## config.mk

```make
export PLATFORM = sky130hd
export DESIGN_NAME = i2c_slave_regfile
export DESIGN_NICKNAME = d
export VERILOG_FILES = /design/src/rtl/i2c_pkg.sv /design/src/rtl/sclk_edge_sync.sv /design/src/rtl/i2c_slave_regfile.sv
export SDC_FILE = /design/constraint.sdc
export NUM_CORES = 1
export LEC_CHECK = 0
export BUFFER_PORTS_ARGS = -buffer_cell sky130_fd_sc_hd__buf_2
export CORE_MARGIN = 5
export CORE_UTILIZATION = 47
export CTS_CLUSTER_SIZE = 24
export DETAILED_ROUTE_END_ITERATION = 7
export GPL_TIMING_DRIVEN = 0
export PLACE_DENSITY = 0.68
export RECOVER_POWER = 50
export REMOVE_ABC_BUFFERS = 1
export SYNTH_ARGS = -nofsm -noshare
export SYNTH_HDL_FRONTEND = slang
export SYNTH_HIERARCHICAL = 1
export SYNTH_SLANG_ARGS = --single-unit
export TNS_END_PERCENT = 30
```

## constraint.sdc

```tcl
create_clock -name CLK -period 2.35 [get_ports CLK]
set_input_delay 0.47 -clock CLK [delete_from_list [all_inputs] [get_ports CLK]]
set_output_delay 0.47 -clock CLK [all_outputs]
set_load 0.05 [all_outputs]
```

## src/rtl/i2c_pkg.sv

```systemverilog
// Shared definitions for the register-file serial slave: FSM states and line levels.
package i2c_pkg;

    typedef enum logic [2:0] {
        IDLE,
        ADDR,
        RW,
        ACK,
        WDATA,
        RDATA,
        FACK,
        SKIP
    } state_t;

    // Level driven by the slave in an acknowledge slot.
    localparam logic ACK_LVL  = 1'b1;
    // Level of RX between frames; a start bit is the opposite level.
    localparam logic IDLE_LVL = 1'b1;
    // R/W bit value that requests a read; the other value is a write.
    localparam logic RW_READ  = 1'b1;

endpackage

```

## src/rtl/sclk_edge_sync.sv

```systemverilog
// Brings SCLK and RX into the CLK domain and turns SCLK transitions into one-cycle
// rise/fall pulses. Pulses appear 2 CLK edges after the pin edge and are consumed
// by the downstream logic on the 3rd edge; RX has the same latency as SCLK.
module sclk_edge_sync
    import i2c_pkg::*;
(
    input  logic clk_i,
    input  logic rst_i,
    input  logic sclk_i,
    input  logic rx_i,
    output logic rise_o,
    output logic fall_o,
    output logic rx_o
);

    logic [2:0] sclk_q;
    logic [1:0] rx_q;

    // Two synchroniser stages per line plus one history stage on SCLK for edge detection.
    always_ff @(posedge clk_i) begin
        if (rst_i) begin
            sclk_q <= '0;
            rx_q   <= {2{IDLE_LVL}};
        end else begin
            sclk_q <= {sclk_q[1:0], sclk_i};
            rx_q   <= {rx_q[0], rx_i};
        end
    end

    assign rise_o = sclk_q[1] & ~sclk_q[2];
    assign fall_o = ~sclk_q[1] & sclk_q[2];
    assign rx_o   = rx_q[1];

endmodule

```

## src/rtl/i2c_slave_regfile.sv

```systemverilog
// Serial bus slave with a DEPTH-entry register file selected by the address LSBs,
// write/read frames with ACK slots, a stall timeout and a host preload port.
module i2c_slave_regfile
    import i2c_pkg::*;
#(
    parameter int                        ADDR_W   = 8,
    parameter int                        DATA_W   = 8,
    parameter int                        IDX_W    = 2,
    parameter logic [ADDR_W-IDX_W-1:0]   DEV_ADDR = 6'h06,
    parameter int                        TO_CYC   = 1024
) (
    input  logic              CLK,
    input  logic              RST,
    input  logic              SCLK,
    input  logic              RX,
    output logic              OUT,
    output logic              OUT_EN,
    output logic              BUSY,
    output logic              WR_STB,
    output logic [IDX_W-1:0]  WR_IDX,
    input  logic              LD_EN,
    input  logic [IDX_W-1:0]  LD_IDX,
    input  logic [DATA_W-1:0] LD_DATA
);

    localparam int DEPTH = 2 ** IDX_W;
    localparam int CNT_W = $clog2(ADDR_W + DATA_W + 3);
    localparam int TO_W  = $clog2(TO_CYC + 1);

    localparam logic [CNT_W-1:0] CNT_ONE   = CNT_W'(1);
    localparam logic [CNT_W-1:0] ADDR_LAST = CNT_W'(ADDR_W - 1);
    localparam logic [CNT_W-1:0] DATA_LAST = CNT_W'(DATA_W - 1);
    localparam logic [CNT_W-1:0] SKIP_LEN  = CNT_W'(DATA_W + 2);
    localparam logic [TO_W-1:0]  TO_LAST   = TO_W'(TO_CYC - 1);

    logic rise, fall, rx_s;

    state_t              state_q;
    logic [CNT_W-1:0]    cnt_q;
    logic [ADDR_W-1:0]   addr_q;
    logic [DATA_W-1:0]   data_q;
    logic [IDX_W-1:0]    idx_q;
    logic                rw_q;
    logic                out_q;
    logic                oe_q;
    logic                stb_q;
    logic [IDX_W-1:0]    wr_idx_q;
    logic [TO_W-1:0]     to_q;
    logic [TO_W-1:0]     to_d;
    logic                to_expire;
    logic [DATA_W-1:0]   regs_q [DEPTH];

    sclk_edge_sync u_sync (
        .clk_i  (CLK),
        .rst_i  (RST),
        .sclk_i (SCLK),
        .rx_i   (RX),
        .rise_o (rise),
        .fall_o (fall),
        .rx_o   (rx_s)
    );

    // Stall timer: restarts on any SCLK edge, runs only while a frame is open.
    always_comb begin
        to_d      = to_q;
        to_expire = 1'b0;
        if (rise || fall) begin
            to_d = '0;
        end else if (state_q != IDLE) begin
            if (to_q == TO_LAST) begin
                to_expire = 1'b1;
                to_d      = '0;
            end else begin
                to_d = to_q + TO_W'(1);
            end
        end
    end

    // Frame FSM with registered outputs and the register file; preload is applied last so it wins.
    always_ff @(posedge CLK) begin
        if (RST) begin
            state_q  <= IDLE;
            cnt_q    <= '0;
            addr_q   <= '0;
            data_q   <= '0;
            idx_q    <= '0;
            rw_q     <= 1'b0;
            out_q    <= 1'b0;
            oe_q     <= 1'b0;
            stb_q    <= 1'b0;
            wr_idx_q <= '0;
            to_q     <= '0;
            regs_q   <= '{default: '0};
        end else begin
            stb_q <= 1'b0;
            to_q  <= to_d;
            if (to_expire) begin
                // An abandoned frame never reaches the commit point, so a partial write is dropped.
                state_q <= IDLE;
                out_q   <= 1'b0;
                oe_q    <= 1'b0;
            end else begin
                case (state_q)
                    IDLE: begin
                        out_q <= 1'b0;
                        oe_q  <= 1'b0;
                        if (rise && rx_s == ~IDLE_LVL) begin
                            state_q <= ADDR;
                            cnt_q   <= '0;
                        end
                    end
                    ADDR: begin
                        if (rise) begin
                            addr_q <= {addr_q[ADDR_W-2:0], rx_s};
                            if (cnt_q == ADDR_LAST) begin
                                state_q <= RW;
                            end else begin
                                cnt_q <= cnt_q + CNT_ONE;
                            end
                        end
                    end
                    RW: begin
                        if (rise) begin
                            rw_q <= rx_s;
                            if (addr_q[ADDR_W-1:IDX_W] == DEV_ADDR) begin
                                idx_q   <= addr_q[IDX_W-1:0];
                                state_q <= ACK;
                            end else begin
                                cnt_q   <= SKIP_LEN;
                                state_q <= SKIP;
                            end
                        end
                    end
                    ACK: begin
                        if (fall) begin
                            oe_q  <= 1'b1;
                            out_q <= ACK_LVL;
                        end else if (rise) begin
                            cnt_q <= '0;
                            if (rw_q == RW_READ) begin
                                data_q  <= regs_q[idx_q];
                                state_q <= RDATA;
                            end else begin
                                state_q <= WDATA;
                            end
                        end
                    end
                    WDATA: begin
                        if (fall) begin
                            oe_q  <= 1'b0;
                            out_q <= 1'b0;
                        end else if (rise) begin
                            data_q <= {data_q[DATA_W-2:0], rx_s};
                            if (cnt_q == DATA_LAST) begin
                                regs_q[idx_q] <= {data_q[DATA_W-2:0], rx_s};
                                stb_q         <= 1'b1;
                                wr_idx_q      <= idx_q;
                                state_q       <= FACK;
                            end else begin
                                cnt_q <= cnt_q + CNT_ONE;
                            end
                        end
                    end
                    RDATA: begin
                        if (fall) begin
                            oe_q   <= 1'b1;
                            out_q  <= data_q[DATA_W-1];
                            data_q <= {data_q[DATA_W-2:0], 1'b0};
                        end else if (rise) begin
                            if (cnt_q == DATA_LAST) begin
                                state_q <= FACK;
                            end else begin
                                cnt_q <= cnt_q + CNT_ONE;
                            end
                        end
                    end
                    FACK: begin
                        if (fall) begin
                            if (rw_q == RW_READ) begin
                                oe_q  <= 1'b0;
                                out_q <= 1'b0;
                            end else begin
                                oe_q  <= 1'b1;
                                out_q <= ACK_LVL;
                            end
                        end else if (rise) begin
                            state_q <= IDLE;
                            oe_q    <= 1'b0;
                            out_q   <= 1'b0;
                        end
                    end
                    SKIP: begin
                        if (rise) begin
                            cnt_q <= cnt_q - CNT_ONE;
                            if (cnt_q == CNT_ONE) begin
                                state_q <= IDLE;
                                oe_q    <= 1'b0;
                                out_q   <= 1'b0;
                            end
                        end
                    end
                    default: begin
                        state_q <= IDLE;
                        oe_q    <= 1'b0;
                        out_q   <= 1'b0;
                    end
                endcase
            end
            if (LD_EN) begin
                regs_q[LD_IDX] <= LD_DATA;
            end
        end
    end

    assign OUT    = out_q;
    assign OUT_EN = oe_q;
    assign BUSY   = (state_q != IDLE);
    assign WR_STB = stb_q;
    assign WR_IDX = wr_idx_q;

endmodule

```

=== Word level (Yosys, flattened, before mapping) ===
Index checks and enable logic that the tools add are counted.

* Bits in registers: 80
* Input port bits: 15
* Output and inout port bits: 6

* $add $sub $neg: 3
* Order comparisons: 4
* Equality and inequality tests: 33
* Muxes and demuxes: 64
* Bitwise logic cells: 11
* Reduce and logical (&&, ||, !) cells: 24

{| class="wikitable"
|+ Operator list
! operator !! number
|-
| 32-bit two-way mux || 7
|-
| 8-bit two-way mux || 10
|-
| 32-bit bitwise mux || 2
|-
| 5-bit two-way mux || 9
|-
| 3-bit two-way mux || 14
|-
| 2-bit inequality test, second input constant || 18
|-
| 8-bit demux with 2-bit select || 2
|-
| 5-bit case mux with 6 select lines || 1
|-
| 8-bit case mux with 3 select lines || 1
|-
| 3-bit case mux with 7 select lines || 1
|-
| 8-bit binary-select mux with 2-bit select || 1
|-
| 1-bit two-way mux || 13
|-
| 13-bit AND reduction || 1
|-
| 3-bit == test, second input constant || 4
|-
| 6-bit nonzero test || 2
|-
| 11-bit by 1-bit adder with 11-bit output, second input constant || 1
|-
| 11-bit by 10-bit == test with 1-bit output, second input constant || 1
|-
| 11-bit two-way mux || 1
|-
| 9-bit AND reduction || 1
|-
| 8-bit AND reduction || 1
|-
| 2-bit OR reduction || 4
|-
| 1-bit inverter || 7
|-
| 7-bit AND reduction || 1
|-
| 3-bit by 2-bit == test with 1-bit output, second input constant || 2
|-
| other kinds (24) || 34
|}

=== Depth between registers and ports, before layout ===
Gate-level depths: netlist (run 1).

* Depth in word-level cells: 14
* Depth in mapped cells: 8
* Mapped depth without buffers: 7

=== Cells and area by module ===
Netlist (run 1), hierarchy kept.

{| class="wikitable"
|+ By module, submodules not included
! module !! instances !! cells an instance !! area each (um2)
|-
| i2c_slave_regfile || 1 || 435 || 3882.5
|-
| sclk_edge_sync || 1 || 12 || 151.4
|}

=== Least setup slack after synthesis (run 1) ===
No wires, ideal clock.

* Path type: reg-to-reg
* Start: reg state_q[1]
* End: reg to_q[7]
* Setup time: 0.136 ns
* Arrival time: 1.821 ns
* Required time: 2.214 ns
* Slack: 0.394 ns
* Stages on the path, launching flop included: 9
* Period minus slack after synthesis: 1.956 ns
* Cell sequence: dfxtp_1 buf_4 nor3_1 inv_1 nand4_1 nor2_1 nand3_1 xor2_1 nor2_1

* Word-level cells in the longest chain between the ends: 1

{| class="wikitable"
|+ RTL lines
! item !! RTL line !! source
|-
| from (decl) || i2c_slave_regfile.sv:38 || <nowiki>state_t state_q;</nowiki>
|-
| from (signal assigned) || i2c_slave_regfile.sv:82 || <nowiki>state_q <= IDLE;</nowiki>
|-
| from (signal assigned) || i2c_slave_regfile.sv:99 || <nowiki>state_q <= IDLE;</nowiki>
|-
| from (signal assigned) || i2c_slave_regfile.sv:108 || <nowiki>state_q <= ADDR;</nowiki>
|-
| 3-bit nonzero test || -- ||
|-
| via BUSY || i2c_slave_regfile.sv:18 || <nowiki>output logic BUSY,</nowiki>
|-
| to (signal assigned) || i2c_slave_regfile.sv:96 || <nowiki>to_q <= to_d;</nowiki>
|-
| to (decl) || i2c_slave_regfile.sv:48 || <nowiki>logic [TO_W-1:0] to_q;</nowiki>
|}

The timed path passes the listed nets, and every way through them passes these cells.
A chain may end at the register's enable or synchronous reset.

=== Final worst setup path (run 1) ===
* Start: reg u_sync.sclk_q[1]
* End: reg cnt_q[3]

{| class="wikitable"
|+ RTL lines
! item !! RTL line !! source
|-
| from (decl) || sclk_edge_sync.sv:16 || <nowiki>logic [2:0] sclk_q;</nowiki>
|-
| from (signal assigned) || sclk_edge_sync.sv:25 || <nowiki>sclk_q <= {sclk_q[1:0], sclk_i};</nowiki>
|-
| 1-bit AND (*) || sclk_edge_sync.sv:30 || <nowiki>assign rise_o = sclk_q[1] & ~sclk_q[2];</nowiki>
|-
| via rise || i2c_slave_regfile.sv:36 || <nowiki>logic rise, fall, rx_s;</nowiki>
|-
| branches (longest 4 deep; another with 5-bit case mux with 6 select lines) || -- ||
|-
| to (signal assigned) || i2c_slave_regfile.sv:118 || <nowiki>cnt_q <= cnt_q + CNT_ONE;</nowiki>
|-
| to (signal assigned) || i2c_slave_regfile.sv:160 || <nowiki>cnt_q <= cnt_q + CNT_ONE;</nowiki>
|-
| to (signal assigned) || i2c_slave_regfile.sv:173 || <nowiki>cnt_q <= cnt_q + CNT_ONE;</nowiki>
|-
| to (decl) || i2c_slave_regfile.sv:39 || <nowiki>logic [CNT_W-1:0] cnt_q;</nowiki>
|}

Mark *: on every way through the listed nets, which the timed path passes. The select of a mux whose other input is x is not followed.

==> results.sh, run 1 <==
export IMPL_place_detailed_hpwl_um=5580
export IMPL_antenna_cells=0
export IMPL_viasPerCell=5.86
export IMPL_outcome="complete, no violations"
export IMPL_worstPathRequired_ps=2530
export IMPL_coreArea_um2=8300
export IMPL_cts_root_buf="clkbuf_8"
export IMPL_fin_skew_ps=6.80
export IMPL_die_w_um=103
export IMPL_post_place_cells=544
export IMPL_place_port_buffers=20
export IMPL_period_share_pct=97.8
export IMPL_power_frac_clock_pct=36.4
export IMPL_pre_cts_slack_ps=-498
export IMPL_synthArstFlopShare_pct=0
export IMPL_syn2layout_area_growth_pct=8.75
export IMPL_clock_sinks=80
export IMPL_setup_slack_ps=52.4
export IMPL_grt_max_degree=69
export IMPL_synth_seq_area_share_pct=39.7
export IMPL_p_switching_mw=0.703
export IMPL_synth_area_leaders="dfxtp_1 (40%), mux2i_1 (12%), nor2_1 (7.1%)"
export IMPL_syn_area_um2=4030
export IMPL_ioPinCount=21
export IMPL_drc=0
export IMPL_nFillCells=768
export IMPL_yosysUniqueCellTypes=53
export IMPL_ys_ff_latch=80
export IMPL_grt_pass1_wl_um=14800
export IMPL_fp_row_count=33
export IMPL_slew_headroom_pct=17.4
export IMPL_final_util_pct=52.9
export IMPL_path_class="reg -> reg"
export IMPL_grt_antenna_before_repair=0
export IMPL_first_pass_iters=5
export IMPL_vdd_drop_max_v=0.000245
export IMPL_final_cells=562
export IMPL_routedWlPerCell_um=15.3
export IMPL_comb_power_share_pct=10.1
export IMPL_p_seq_share_pct=53.5
export IMPL_worst_pin_slew_ps=1240
export IMPL_critPathCaptureType="flip-flop"
export IMPL_ys_top_cells_by_count="dfxtp_1 (80), nor2_1 (76), mux2i_1 (47)"
export IMPL_maxCapViolations=0
export IMPL_grt_ovfl_total=0
export IMPL_arrival_ps=2470
export IMPL_drtIter0Drc=201
export IMPL_cts_max_level=3
export IMPL_synthMostInstantiatedCell="dfxtp_1"
export IMPL_period_minus_slack_ps=2300
export IMPL_hold_viol=0
export IMPL_p_leak_nw=1.46
export IMPL_powerDensity_nw_per_um2=613
export IMPL_die_y_um=103
export IMPL_final_nets=472
export IMPL_die_area_um2=10500
export IMPL_switching_share_pct=26.1
export IMPL_final_layout_size_suffix_gt1_share_pct=14.0
export IMPL_clk_path_buf_depth=2
export IMPL_tns_ps=0
export IMPL_initial_core_util_pct=48.6
export IMPL_grt_usage_pct=17.5
export IMPL_hold_path_class="in -> reg"
export IMPL_vias=3294
export IMPL_syn_inst=447
export IMPL_yosys_area_top_type_share_pct=39.7
export IMPL_routed_wl_um=8610
export IMPL_maxSlewViolCount=0
export IMPL_crit_fanout=12
export IMPL_start_kind="flip-flop"
export IMPL_clkLatencyLatePin_ps=350
export IMPL_route_antenna_remaining_nets=0
export IMPL_place_gp_congestion=0.844
export IMPL_cts_tree="done"
export IMPL_synth_area_per_cell_um2=9.02
export IMPL_cts_buffers_inserted=9
export IMPL_netlist_top_cell_by_area="dfxtp_1"
export IMPL_setup_viol_count_final=0
export IMPL_synth_ff_type="dfxtp_1"
export IMPL_cts_hold_buf=0
export IMPL_grt_pass1_vias=3128
export IMPL_clock_fmax_ghz=0.435
export IMPL_p_int_mw=1.99
export IMPL_rsz0062_at_grt="yes"
export IMPL_synth_edff_count=0
export IMPL_yosysWarnings=6
export IMPL_clk_pin_slew_ps=80
-- critical path: stages, from the launching register on --
cell and delay (ps):
dfxtp_1 350, nor2b_2 400, o21ai_0 220, a2111oi_2 450, o311a_2 390, mux2i_1 210
o21ai_0 90
-- cell usage in the layout, fill, tap and decap left out, types with 4 or more instances in the layout --
master | Yosys | final
dfxtp_1 | 80 | 76
nor2_1 | 76 | 76
mux2i_1 | 47 | 47
nand2_1 | 37 | 37
a211oi_1 | 34 | 34
a21oi_1 | 19 | 19
buf_2 | 6 | 15
nand3_1 | 12 | 12
clkbuf_8 | 0 | 9
inv_1 | 8 | 8
mux4_2 | 8 | 8
nor3_1 | 9 | 8
o21ai_0 | 8 | 8
a311oi_1 | 7 | 7
xor2_1 | 6 | 6
clkbuf_1 | 13 | 5
nand4_1 | 4 | 4
ha_1 | 4 | 4
dfxtp_2 | 0 | 4
-- what timing repair did --
item                                    in CTS  in global routing
gates resized for setup                      7                  4
buffers inserted                             2                  1
pin swaps                                    1                  1
hold endpoints to repair                     0                  0
endpoints found under the setup margin      46                 29
-- registers in the layout, indices dropped and copies added (netlist names), 2 cells and up --
name,cells
data_q,8
u_sync/sclk_q,3
addr_q,8
state_q,3
WR_IDX,2
idx_q,2
u_sync/rx_q,2
to_q,11
cnt_q,5
regs_q,32
-- logic make-up after synthesis --
group           synth area share (%)
buf+inv                         4.87
flops                           39.7
fa+ha+maj                       1.24
mux                             16.1
simple gates                    20.9
compound gates                  15.4
xor+xnor                        1.74
-- power by group through the flow --
stage | clock network [mW] | registers [mW] | logic [mW]
detailed placement | 0 | 1.47 | 0.267
global placement | 0 | 1.47 | 0.259
CTS | 1.01 | 1.44 | 0.271
floorplan | 0 | 1.46 | 0.192
global route | 1.07 | 1.45 | 0.304
finish | 0.978 | 1.44 | 0.272
-- layout make-up --
| type | count | area, um2 | share of cell area [%] |
|---|---|---|---|
| multi-input cells | 329 | 2290 | 52.1 |
| clock buffers | 9 | 124 | 2.82 |
| clock inverters | 6 | 61.3 | 1.40 |
| inverters | 8 | 30.0 | 0.685 |
| repair buffers | 25 | 148 | 3.37 |
| flip-flops and latches | 80 | 1610 | 36.6 |
| well taps | 105 | 131 | 2.99 |
-- metrics by stage --
step                cell area (um2)  hold WS, ps  power (mW)
floorplan                      3870          383        1.65
global placement               4100          394        1.73
detailed placement             4130          393        1.74
CTS                            4360          284        2.72
global route                   4390          282        2.83
finish                         4390          300        2.69
-- worst paths after layout --
path	start	to	slack, ps	cells after the start
worst max-delay path	u_sync/sclk_q[1]	cnt_q[3]	50	6
worst min-delay path	RX	u_sync/rx_q[0]	300	2
worst max register to register	u_sync/sclk_q[1]	cnt_q[3]	50	6
worst min register to register	u_sync/rx_q[0]	u_sync/rx_q[1]	410	1
-- metal layers --
layer	part of all wire, %	track usage (%)
met1	47	23.9
met2	47	28.0
met3	5.2	4.26
met4	0.53	4.14
met5	0	0
Power figures use the tool's default switching activity.
==> run 2, diff against run 1 <==
--- a/config.mk
+++ b/config.mk
@@ -6,13 +6,14 @@
 export NUM_CORES = 1
 export LEC_CHECK = 0
 export BUFFER_PORTS_ARGS = -buffer_cell sky130_fd_sc_hd__buf_2
+export CAP_MARGIN = 20
 export CORE_MARGIN = 5
 export CORE_UTILIZATION = 47
 export CTS_CLUSTER_SIZE = 24
 export DETAILED_ROUTE_END_ITERATION = 7
 export GPL_TIMING_DRIVEN = 0
 export PLACE_DENSITY = 0.68
-export RECOVER_POWER = 50
+export RECOVER_POWER = 100
 export REMOVE_ABC_BUFFERS = 1
 export SYNTH_ARGS = -nofsm -noshare
 export SYNTH_HDL_FRONTEND = slang
==> run 2 against run 1 <==
Net effect: final cell count grew 0.36%; maximum frequency grew 4.2%; first-iteration DRC count shrank 28%; global-route usage is essentially flat; final area grew 1.4%; clock power grew 15%; via count shrank 0.91%; die area is the same; sequential share of layout area shrank 0.52 points; wire length grew 1.6%; register-to-register slack gained 90 ps.
==> results.sh, run 2 (same netlist as run 1, synthesis figures left out) <==
export IMPL_vdd_drop_max_v=0.000366
export IMPL_route_antenna_remaining_nets=0
export IMPL_reg2reg_from="u_sync/sclk_q[1]"
export IMPL_path_buf_inv=0
export IMPL_worst_pin_slew_ps=966
export IMPL_initial_core_util_pct=48.6
export IMPL_cts_root_buf="clkbuf_8"
export IMPL_reg2reg_slack_ps=150
export IMPL_worstPathRequired_ps=2580
export IMPL_path_class="reg -> reg"
export IMPL_fp_row_count=33
export IMPL_clkLatencyLatePin_ps=350
export IMPL_die_area_um2=10500
export IMPL_layout_common_cells="dfxtp_1 (77), nor2_1 (76), mux2i_1 (47)"
export IMPL_cts_buffers_inserted=9
export IMPL_die_y_um=103
export IMPL_routedWlPerCell_um=15.5
export IMPL_reg_top3="regs_q x32, to_q x11"
export IMPL_powerDensity_nw_per_um2=638
export IMPL_clk_path_buf_depth=2
export IMPL_drc=0
export IMPL_timing_rr_end="cnt_q[3]"
export IMPL_min_path_cells=2
export IMPL_cp_slowest_cell="o311a_1"
export IMPL_drtIter0Drc=145
export IMPL_clock_sinks=80
export IMPL_grt_ovfl_total=0
export IMPL_clock_fmax_ghz=0.454
export IMPL_routed_wl_um=8740
export IMPL_cts_tree="done"
export IMPL_post_place_cells=545
export IMPL_r2r_cells=6
export IMPL_maxSlewViolCount=0
export IMPL_period_minus_slack_ps=2200
export IMPL_fin_skew_ps=9.63
export IMPL_grt_antenna_before_repair=0
export IMPL_cpMostUsedCell="o21ai_0"
export IMPL_cp_depth=6
export IMPL_total_power_mw=2.84
export IMPL_p_leak_nw=1.48
export IMPL_cts_max_level=3
export IMPL_largest_reg_flops=32
export IMPL_vias=3264
export IMPL_place_gp_congestion=0.844
export IMPL_hold_viol=0
export IMPL_outcome="complete, no violations"
export IMPL_first_pass_iters=5
export IMPL_final_common_cell="dfxtp_1"
export IMPL_grt_usage_pct=17.5
export IMPL_grt_max_degree=52
export IMPL_regMostFlops="regs_q"
export IMPL_cts_hold_buf=0
export IMPL_coreArea_um2=8300
export IMPL_grt_pass1_wl_um=14700
export IMPL_final_util_pct=53.6
export IMPL_die_w_um=103
export IMPL_place_port_buffers=20
export IMPL_critPathCaptureType="flip-flop"
export IMPL_antenna_cells=0
export IMPL_slew_headroom_pct=35.5
export IMPL_ioPinCount=21
export IMPL_period_share_pct=93.8
export IMPL_cpLargestDelayFamily="compound AO/OA/AOI/OAI gates"
export IMPL_worstSetupEndpoint="cnt_q[3]"
export IMPL_arrival_ps=2440
export IMPL_startpoint="u_sync/sclk_q[1]"
export IMPL_hold_path_class="in -> reg"
export IMPL_place_detailed_hpwl_um=5720
export IMPL_path_cells="nor2b_4 -> o21ai_0 -> a2111oi_2 -> o311a_1 -> mux2i_1 -> o21ai_0"
export IMPL_final_nets=473
export IMPL_max_stage_delay_ps=470
export IMPL_final_cells=564
export IMPL_maxCapViolations=0
export IMPL_syn2layout_area_growth_pct=10.2
export IMPL_crit_fanout=12
export IMPL_setup_viol_count_final=0
export IMPL_final_layout_size_suffix_gt1_share_pct=13.9
export IMPL_start_kind="flip-flop"
export IMPL_viasPerCell=5.79
export IMPL_grt_pass1_vias=3063
export IMPL_clk_pin_slew_ps=80
[run 2: power breakdown]
| group | internal, mW | leakage (nW) | switching, mW | total, mW |
|---|---|---|---|---|
| sequential | 1.40 | 0.651 | 0.0429 | 1.44 |
| combinational | 0.111 | 0.722 | 0.164 | 0.274 |
| clock | 0.604 | 0.103 | 0.519 | 1.12 |
| total | 2.11 | 1.48 | 0.726 | 2.84 |
[run 2: worst min path at each step]
stage / from / endpoint / slack (ps)
global placement: u_sync/rx_q[0] / u_sync/rx_q[1] / 390
detailed placement: u_sync/rx_q[0] / u_sync/rx_q[1] / 390
finish: RX / u_sync/rx_q[0] / 300
floorplan: u_sync/rx_q[0] / u_sync/rx_q[1] / 380
CTS: RX / u_sync/rx_q[0] / 290
global route: RX / u_sync/rx_q[0] / 290
[run 2: stage by stage]
| stage | setup TNS [ps] | hold slack, ps | worst slack, ps | area, um2 |
|---|---|---|---|---|
| finish | 0 | 297 | 146 | 4450 |
| global route | -19.1 | 286 | -8.43 | 4450 |
| CTS | 0 | 286 | 20.6 | 4410 |
| detailed placement | -8330 | 393 | -506 | 4150 |
| global placement | -27240 | 394 | -1120 | 4100 |
| floorplan | -5050 | 383 | -249 | 3870 |
[run 2: timing repair]
| item | in CTS | in global routing |
|---|---|---|
| setup buffers | 2 | 1 |
| pin swaps | 1 | 1 |
| endpoints found under the setup margin | 42 | 30 |
| resized for setup | 6 | 5 |
[run 2: area by class of cell]
cell class / instances / area (um2)
clock inverters: 6 / 92.6
fillers: 764 / 3850
clock buffers: 10 / 128
multi-input cells: 329 / 2290
repair buffers: 26 / 168
flip-flops and latches: 80 / 1610
inverters: 8 / 30.0
well taps: 105 / 131
[run 2: layer usage]
| metal | global-route usage [%] | share of wire (%) | wire [um] |
|---|---|---|---|
| met1 | 23.3 | 47 | 4080 |
| met2 | 28.6 | 48 | 4210 |
| met3 | 4.47 | 4.4 | 385 |
| met4 | 3.63 | 0.73 | 64 |
| met5 | 0 | 0 | 0 |
